## src/rtl/program_loader_pkg.sv

```systemverilog
// Shared definitions for the program loader: FSM state encodings, frame
// header byte, error codes and the length-check helper.
package program_loader_pkg;

    typedef enum logic [2:0] {
        ST_IDLE  = 3'd0,
        ST_CLEAR = 3'd1,
        ST_LEN   = 3'd2,
        ST_DATA  = 3'd3,
        ST_CSUM  = 3'd4,
        ST_RUN   = 3'd5,
        ST_ERR   = 3'd6
    } loader_state_e;

    localparam logic [7:0] LOADER_HDR = 8'hA5;

    localparam logic [1:0] ERR_NONE    = 2'd0;
    localparam logic [1:0] ERR_LEN     = 2'd1;
    localparam logic [1:0] ERR_CSUM    = 2'd2;
    localparam logic [1:0] ERR_TIMEOUT = 2'd3;

    // A word count is usable when it is non-zero and fits the RAM image.
    function automatic logic len_ok(input logic [7:0] n, input int unsigned ram_size);
        return (n != 8'd0) && (32'(n) <= ram_size);
    endfunction

endpackage

```

## src/rtl/program_loader_if.sv

```systemverilog
// Byte-stream handshake between a byte source (UART RX, bench) and the
// loader. A byte transfers on a cycle where rx_valid and rx_ready are both 1.
interface program_loader_if;
    logic       rx_valid;
    logic [7:0] rx_data;
    logic       rx_ready;

    modport master (output rx_valid, output rx_data, input rx_ready);
    modport slave  (input rx_valid, input rx_data, output rx_ready);
endinterface

```

## src/rtl/program_loader_word_assembler.sv

```systemverilog
// Packs four bytes (most significant first) into a 32-bit word. Only the
// first three bytes are stored; the fourth is taken straight from the input
// so the completed word is available in the same cycle as word_done, which
// lets the loader write RAM and change state on that same byte.
module program_loader_word_assembler (
    input  logic        clk,
    input  logic        reset,
    input  logic [7:0]  byte_in,
    input  logic        strobe,
    input  logic        clear,
    output logic [31:0] word,
    output logic        word_done
);

    logic [23:0] shift_q, shift_d;
    logic [1:0]  cnt_q, cnt_d;

    // Next value of the byte shift register and byte counter.
    always_comb begin
        shift_d = shift_q;
        cnt_d   = cnt_q;
        if (clear) begin
            shift_d = 24'd0;
            cnt_d   = 2'd0;
        end else if (strobe) begin
            shift_d = {shift_q[15:0], byte_in};
            cnt_d   = cnt_q + 2'd1;
        end else begin
            shift_d = shift_q;
            cnt_d   = cnt_q;
        end
    end

    // Shift register and byte counter state.
    always_ff @(posedge clk or negedge reset) begin
        if (!reset) begin
            shift_q <= 24'd0;
            cnt_q   <= 2'd0;
        end else begin
            shift_q <= shift_d;
            cnt_q   <= cnt_d;
        end
    end

    assign word      = {shift_q, byte_in};
    assign word_done = strobe && !clear && (cnt_q == 2'd3);

endmodule

```

## src/rtl/program_loader.sv

```systemverilog
// Byte-stream boot loader. Accepts a frame 0xA5 | N | N*4 data bytes (MSB
// first) | sum(data) mod 256, builds the flat RAM image for the CPU and holds
// the CPU in reset until a frame with a good checksum has been received.
// Optional feature macro: LOADER_TIMEOUT_EN (inter-byte timeout, err_code 3).
module program_loader
    import program_loader_pkg::*;
#(
    parameter int RAM_SIZE       = 16,
    parameter int TIMEOUT_CYCLES = 1024
) (
    input  logic                    clk,
    input  logic                    reset,
    program_loader_if.slave         rx,
    output logic [RAM_SIZE*32-1:0]  ram,
    output logic                    cpu_reset,
    output logic                    load_done,
    output logic                    load_err,
    output logic [1:0]              err_code
);

    loader_state_e state_q, state_d;
    logic [1:0]    err_set_s;

    logic [RAM_SIZE-1:0][31:0] ram_q, ram_d;
    logic [7:0]    csum_q, csum_d;
    logic [7:0]    word_idx_q, word_idx_d;
    logic [7:0]    n_q, n_d;

    logic          cpu_reset_q, cpu_reset_d;
    logic          load_done_q, load_done_d;
    logic          load_err_q, load_err_d;
    logic [1:0]    err_code_q, err_code_d;

    logic          rx_ready_s;
    logic          accept_s;
    logic          is_hdr_s;
    logic          last_word_s;
    logic          timeout_hit_s;
    logic [31:0]   asm_word_s;
    logic          asm_done_s;

    assign rx_ready_s  = (state_q != ST_CLEAR);
    assign rx.rx_ready = rx_ready_s;
    assign accept_s    = rx.rx_valid && rx_ready_s;
    assign is_hdr_s    = (rx.rx_data == LOADER_HDR);
    assign last_word_s = (word_idx_q == (n_q - 8'd1));

    program_loader_word_assembler u_asm (
        .clk       (clk),
        .reset     (reset),
        .byte_in   (rx.rx_data),
        .strobe    (accept_s && (state_q == ST_DATA)),
        .clear     (state_q == ST_CLEAR),
        .word      (asm_word_s),
        .word_done (asm_done_s)
    );

`ifdef LOADER_TIMEOUT_EN
    logic [15:0] idle_cnt_q, idle_cnt_d;
    logic        waiting_s;

    // Waiting for the next byte of a frame that has already started.
    assign waiting_s     = (state_q == ST_LEN) || (state_q == ST_DATA) || (state_q == ST_CSUM);
    assign timeout_hit_s = waiting_s && !accept_s &&
                           ((idle_cnt_q + 16'd1) == 16'(TIMEOUT_CYCLES));

    // Idle counter: counts byte-less cycles mid-frame, restarts on any byte.
    always_comb begin
        idle_cnt_d = 16'd0;
        if (waiting_s && !accept_s) begin
            idle_cnt_d = idle_cnt_q + 16'd1;
        end else begin
            idle_cnt_d = 16'd0;
        end
    end

    // Idle counter state.
    always_ff @(posedge clk or negedge reset) begin
        if (!reset) begin
            idle_cnt_q <= 16'd0;
        end else begin
            idle_cnt_q <= idle_cnt_d;
        end
    end
`else
    logic timeout_param_unused;

    // Without the timeout the loader waits forever for the next byte.
    assign timeout_hit_s        = 1'b0;
    assign timeout_param_unused = (TIMEOUT_CYCLES == 0);
`endif

    // FSM state register.
    always_ff @(posedge clk or negedge reset) begin
        if (!reset) begin
            state_q <= ST_IDLE;
        end else begin
            state_q <= state_d;
        end
    end

    // FSM next state; err_set_s is the code to record when entering ERR.
    always_comb begin
        state_d   = state_q;
        err_set_s = ERR_NONE;
        case (state_q)
            ST_IDLE: begin
                if (accept_s && is_hdr_s) state_d = ST_CLEAR;
                else                      state_d = ST_IDLE;
            end
            ST_CLEAR: begin
                state_d = ST_LEN;
            end
            ST_LEN: begin
                if (accept_s) begin
                    if (len_ok(rx.rx_data, RAM_SIZE)) begin
                        state_d = ST_DATA;
                    end else begin
                        state_d   = ST_ERR;
                        err_set_s = ERR_LEN;
                    end
                end else begin
                    state_d = ST_LEN;
                end
            end
            ST_DATA: begin
                if (accept_s && asm_done_s && last_word_s) state_d = ST_CSUM;
                else                                       state_d = ST_DATA;
            end
            ST_CSUM: begin
                if (accept_s) begin
                    if (rx.rx_data == csum_q) begin
                        state_d = ST_RUN;
                    end else begin
                        state_d   = ST_ERR;
                        err_set_s = ERR_CSUM;
                    end
                end else begin
                    state_d = ST_CSUM;
                end
            end
            ST_RUN, ST_ERR: begin
                if (accept_s && is_hdr_s) state_d = ST_CLEAR;
                else                      state_d = state_q;
            end
            default: begin
                state_d = ST_IDLE;
            end
        endcase
        if (timeout_hit_s) begin
            state_d   = ST_ERR;
            err_set_s = ERR_TIMEOUT;
        end else begin
            state_d   = state_d;
        end
    end

    // FSM outputs, computed from the next state so they change on the same
    // edge that accepts the deciding byte.
    always_comb begin
        cpu_reset_d = (state_d != ST_RUN);
        load_done_d = (state_d == ST_RUN);
        load_err_d  = (state_d == ST_ERR);
        err_code_d  = err_code_q;
        if (state_d == ST_CLEAR) begin
            err_code_d = ERR_NONE;
        end else if ((state_d == ST_ERR) && (state_q != ST_ERR)) begin
            err_code_d = err_set_s;
        end else begin
            err_code_d = err_code_q;
        end
    end

    // Registered status outputs.
    always_ff @(posedge clk or negedge reset) begin
        if (!reset) begin
            cpu_reset_q <= 1'b1;
            load_done_q <= 1'b0;
            load_err_q  <= 1'b0;
            err_code_q  <= ERR_NONE;
        end else begin
            cpu_reset_q <= cpu_reset_d;
            load_done_q <= load_done_d;
            load_err_q  <= load_err_d;
            err_code_q  <= err_code_d;
        end
    end

    // Datapath: RAM image, checksum, word index and latched word count.
    always_comb begin
        ram_d      = ram_q;
        csum_d     = csum_q;
        word_idx_d = word_idx_q;
        n_d        = n_q;
        if (state_q == ST_CLEAR) begin
            ram_d      = '0;
            csum_d     = 8'd0;
            word_idx_d = 8'd0;
        end else if (accept_s && (state_q == ST_LEN)) begin
            n_d = rx.rx_data;
        end else if (accept_s && (state_q == ST_DATA)) begin
            csum_d = csum_q + rx.rx_data;
            if (asm_done_s) begin
                for (int i = 0; i < RAM_SIZE; i++) begin
                    if (word_idx_q == 8'(i)) ram_d[i] = asm_word_s;
                end
                word_idx_d = word_idx_q + 8'd1;
            end else begin
                word_idx_d = word_idx_q;
            end
        end else begin
            ram_d = ram_q;
        end
    end

    // Datapath state.
    always_ff @(posedge clk or negedge reset) begin
        if (!reset) begin
            ram_q      <= '0;
            csum_q     <= 8'd0;
            word_idx_q <= 8'd0;
            n_q        <= 8'd0;
        end else begin
            ram_q      <= ram_d;
            csum_q     <= csum_d;
            word_idx_q <= word_idx_d;
            n_q        <= n_d;
        end
    end

    assign ram       = ram_q;
    assign cpu_reset = cpu_reset_q;
    assign load_done = load_done_q;
    assign load_err  = load_err_q;
    assign err_code  = err_code_q;

endmodule

```

## src/flat_wrapper.sv

```systemverilog
// flat-port wrapper written by rule: the top's interface ports become plain ports
module program_loader_flat import program_loader_pkg::*;
#(
    parameter int RAM_SIZE       = 16,
    parameter int TIMEOUT_CYCLES = 1024
)
  (clk, reset, ram, cpu_reset, load_done, load_err, err_code, rx_rx_valid, rx_rx_data, rx_rx_ready);
  program_loader_if rx_i ();
  input  logic clk;
  input  logic reset;
  output logic [RAM_SIZE*32-1:0] ram;
  output logic cpu_reset;
  output logic load_done;
  output logic load_err;
  output logic [1:0] err_code;
  input wire logic [$bits(rx_i.rx_valid)-1:0] rx_rx_valid;
  input wire logic [$bits(rx_i.rx_data)-1:0] rx_rx_data;
  output wire logic [$bits(rx_i.rx_ready)-1:0] rx_rx_ready;
  assign rx_i.rx_valid = rx_rx_valid;
  assign rx_i.rx_data = rx_rx_data;
  assign rx_rx_ready = rx_i.rx_ready;
  program_loader #(.RAM_SIZE(RAM_SIZE), .TIMEOUT_CYCLES(TIMEOUT_CYCLES)) u_core (.clk(clk), .reset(reset), .rx(rx_i), .ram(ram), .cpu_reset(cpu_reset), .load_done(load_done), .load_err(load_err), .err_code(err_code));
endmodule
```

## config.mk

```make
export PLATFORM = sky130hd
export DESIGN_NAME = program_loader_flat
export DESIGN_NICKNAME = d
export VERILOG_FILES = /design/src/rtl/program_loader_pkg.sv /design/src/rtl/program_loader_if.sv /design/src/rtl/program_loader_word_assembler.sv /design/src/rtl/program_loader.sv /design/src/flat_wrapper.sv
export SDC_FILE = /design/constraint.sdc
export NUM_CORES = 1
export LEC_CHECK = 0
export ABC_AREA = 1
export CAP_MARGIN = 10
export CORE_ASPECT_RATIO = 0.8
export CORE_MARGIN = 2
export CORE_UTILIZATION = 30
export DETAILED_ROUTE_END_ITERATION = 16
export SLEW_MARGIN = 30
export SYNTH_ARGS = -nofsm -noshare
export SYNTH_HDL_FRONTEND = slang
export SYNTH_SLANG_ARGS = --single-unit
```

## constraint.sdc

```tcl
create_clock -name clk -period 1.85 [get_ports clk]
set_clock_uncertainty 0.1 [all_clocks]
set_input_delay 0.185 -clock clk [delete_from_list [all_inputs] [get_ports clk]]
set_output_delay 0.185 -clock clk [all_outputs]
set_load 0.1 [all_outputs]
```

==> qor.csv <==
stage,metric,value,unit
die,io_pins,529,
die,row_count,88,
synth,seq_area_frac_synth,65.99,%
route,vias_per_cell,4.883,
route,ant_nets,0,
synth,async_flop_share,100.0,%
layout,n_fill_cell,6689,
synth,syn_avg_cell_area,10.28,um2
grt,grt_max_degree,63,
run,cap_violations,0,
clock_tree,cts_sinks,570,
layout,layout-drive-gt1-share,39.66,%
synth,synth_flop_cell,dfrtp_1,
place,gp_congestion,0.8595,
timing,setup_viol,522,
critical_path,reg2reg_to,u_core.ram[260],
place,dpl.hpwl,51950,um
route,drtIter0Drc,1280,
synth,synth_top_area_share,65.86,%
layout,post-route-util,45.03,%
critical_path,critPathKind,register to register,
route,wl_per_cell,22.19,um
synth,yosysTopAreaCell,dfrtp_1,
grt,grt_overflow,0,
layout,diodes,0,
layout,final_common_cell,buf_4,
clock_tree,clkTransAtPathRegs,0.06,ns
timing,worst_pin_slew,0.5499,ns
timing,setup_ws,-0.2118,ns
timing,period_share,111.5,%
die,dieArea,74240,um2
synth,netlist_area,21620,um2
critical_path,cp-start-kind,register,
timing,finalHoldViolCount,0,
place,io_buffers,528,
critical_path,reg2reg_from,u_core.word_idx_q[4],
critical_path,crit_required,2.22,ns
layout,fin_area,32280,um2
synth,netlist_top_cells_area,"dfrtp_1 (66%), o21ai_0 (11%), nand2_1 (11%), buf_6 (2.1%), o21ai_1 (1.6%)",
timing,slew_headroom,63.34,%
min_path,hold_class,primary input to async pin,
outcome,run_status,finished with violations,
layout,syn2layout_area_growth,49.31,%
clock_tree,cts_buffer_depth,3,
timing,max_freq,485.0,MHz
grt,grt_pass1_vias,17860,
route,drc,0,
timing,fin_crit,2.062,ns
die,start_util,30.16,%
route,vias,18490,
critical_path,cp_max_fo,8,
timing,slew_viol_final,0,
clock_tree,cts_tree,yes,
layout,mostFrequentLayoutCells,"buf_4 (643), dfrtp_1 (567), nand2_1 (518)",
synth,yosysUniqueCellTypes,39,
clock_tree,clkLatencyLatePin,0.60,ns
die,die_x,304.1,um
grt,grt_usage,20.29,%
synth,yosysWarnings,0,
grt,grt_pass1_wl,114600,um
route,wl,84020,um
critical_path,arrival,2.43,ns
clock_tree,cts_buffers,58,
layout,finalNetCount,2820,
synth,postSynthCellCount,2102,
synth,ys_ff_latch,570,
timing,timing.hold.ws,0.1687,ns
clock_tree,htree_levels,2,
die,die_y,244.1,um
synth,syn_nets,2127,
route,first_pass_iters,5,
critical_path,cp-end-kind,register,
place,dp_cells,3620,
timing,rsz0062_at_grt,yes,
grt,antenna_found_initial,4,
die,core_area,71680,um2
clock_tree,clock-root-buffer,clkbuf_16,
place,dpl_cell_area,28050,um2
critical_path,r2r_cells,10,
layout,fin_cells,3787,
critical_path,r2r_setup_slack,-0.21,ns
outcome,violations,setup timing,
synth,synth-edff-count,0,
==> kinds of logic after synthesis <==
kind of cell	Yosys count	share of synthesized area, %
adder cells (fa/ha/maj)	14	0.8450
flip-flops	570	65.99
XOR/XNOR	5	0.2026
buffers and inverters	194	5.157
AO/OA/AOI/OAI	588	13.91
AND/OR/NAND/NOR	731	13.90
==> worst max-delay path, stage by stage, from the launching register on <==
cell and delay, ns:
dfrtp_1 0.41, nor4_4 0.30, buf_6 0.18, nand3_4 0.08, buf_8 0.15, nor3_4 0.15
nor2_4 0.07, buf_12 0.15, clkbuf_16 0.19, nand2_1 0.06, o21ai_0 0.08
==> metal layers <==
| layer | track usage, % | vias up | part of all wire (%) |
|---|---|---|---|
| li1 | - | 8361 | - |
| met1 | 28.23 | 9211 | 43 |
| met2 | 31.28 | 772 | 45 |
| met3 | 5.217 | 148 | 8.2 |
| met4 | 5.853 | 0 | 3.0 |
| met5 | 0 | - | 0 |
==> Yosys cell counts, types with 3 or more instances <==
cell type,instances
o21ai_1,70
nor3_2,11
ha_1,13
buf_2,27
nor3_1,8
nor2_2,6
nor2_1,35
xor2_1,3
buf_6,40
o22ai_1,17
inv_1,49
nand3_1,22
nand2_1,625
clkbuf_1,49
clkbuf_2,18
dfrtp_1,569
a21oi_1,19
o21ai_2,3
o21ai_0,471
buf_4,8
nand4_1,5
inv_2,3
nor2_4,10
==> cell type report <==
cell class	instances	area [um2]	share of cell area [%]
Clock buffer	77	1673	5.183
Inverter	52	205.2	0.6357
Tap cell	945	1182	3.663
Clock inverter	30	381.6	1.182
Multi-Input combinational cell	1338	7307	22.64
Timing Repair Buffer	775	7262	22.50
Sequential cell	570	14270	44.20
==> flip-flops by register name, indices dropped and copies added, names as in the netlist <==
signal and cells:
u_core.ram 512, u_core.u_asm.shift_q 24, u_core.csum_q 8, u_core.n_q 8
u_core.word_idx_q 8, u_core.state_q 3, u_core.err_code 2, u_core.u_asm.cnt_q 2
u_core.cpu_reset 1, u_core.load_done 1, u_core.load_err 1
==> what timing repair did <==
item,CTS,global route
endpoints found under the hold margin,442,0
hold buffers,2,0
pin swaps,28,38
resized for setup,72,415
cloned,4,30
setup endpoints to repair,526,529
buffers inserted,13,15
==> how the worst max path moves through the flow <==
stage                         startpoint                to  cells past startpoint
CTS                 u_core.word_idx_q[7]   u_core.ram[111]                     10
floorplan           u_core.word_idx_q[7]   u_core.ram[269]                      7
global placement           rx_rx_data[0]  u_core.csum_q[6]                     13
detailed placement         rx_rx_data[2]  u_core.csum_q[7]                     12
global route        u_core.word_idx_q[4]   u_core.ram[270]                     10
finish              u_core.word_idx_q[4]   u_core.ram[260]                     10
==> metrics by stage <==
stage | setup TNS, ns | setup WS (ns)
finish | -50.09 | -0.2118
global route | -105.98 | -0.3021
CTS | -53.27 | -0.1926
detailed placement | -86.00 | -0.4500
global placement | -73.71 | -0.4802
floorplan | -9.815 | -0.05041
Power is left out: the tool's default activity adds up to more than one toggle a clock period on the data nets, which glitch-free logic cannot reach.
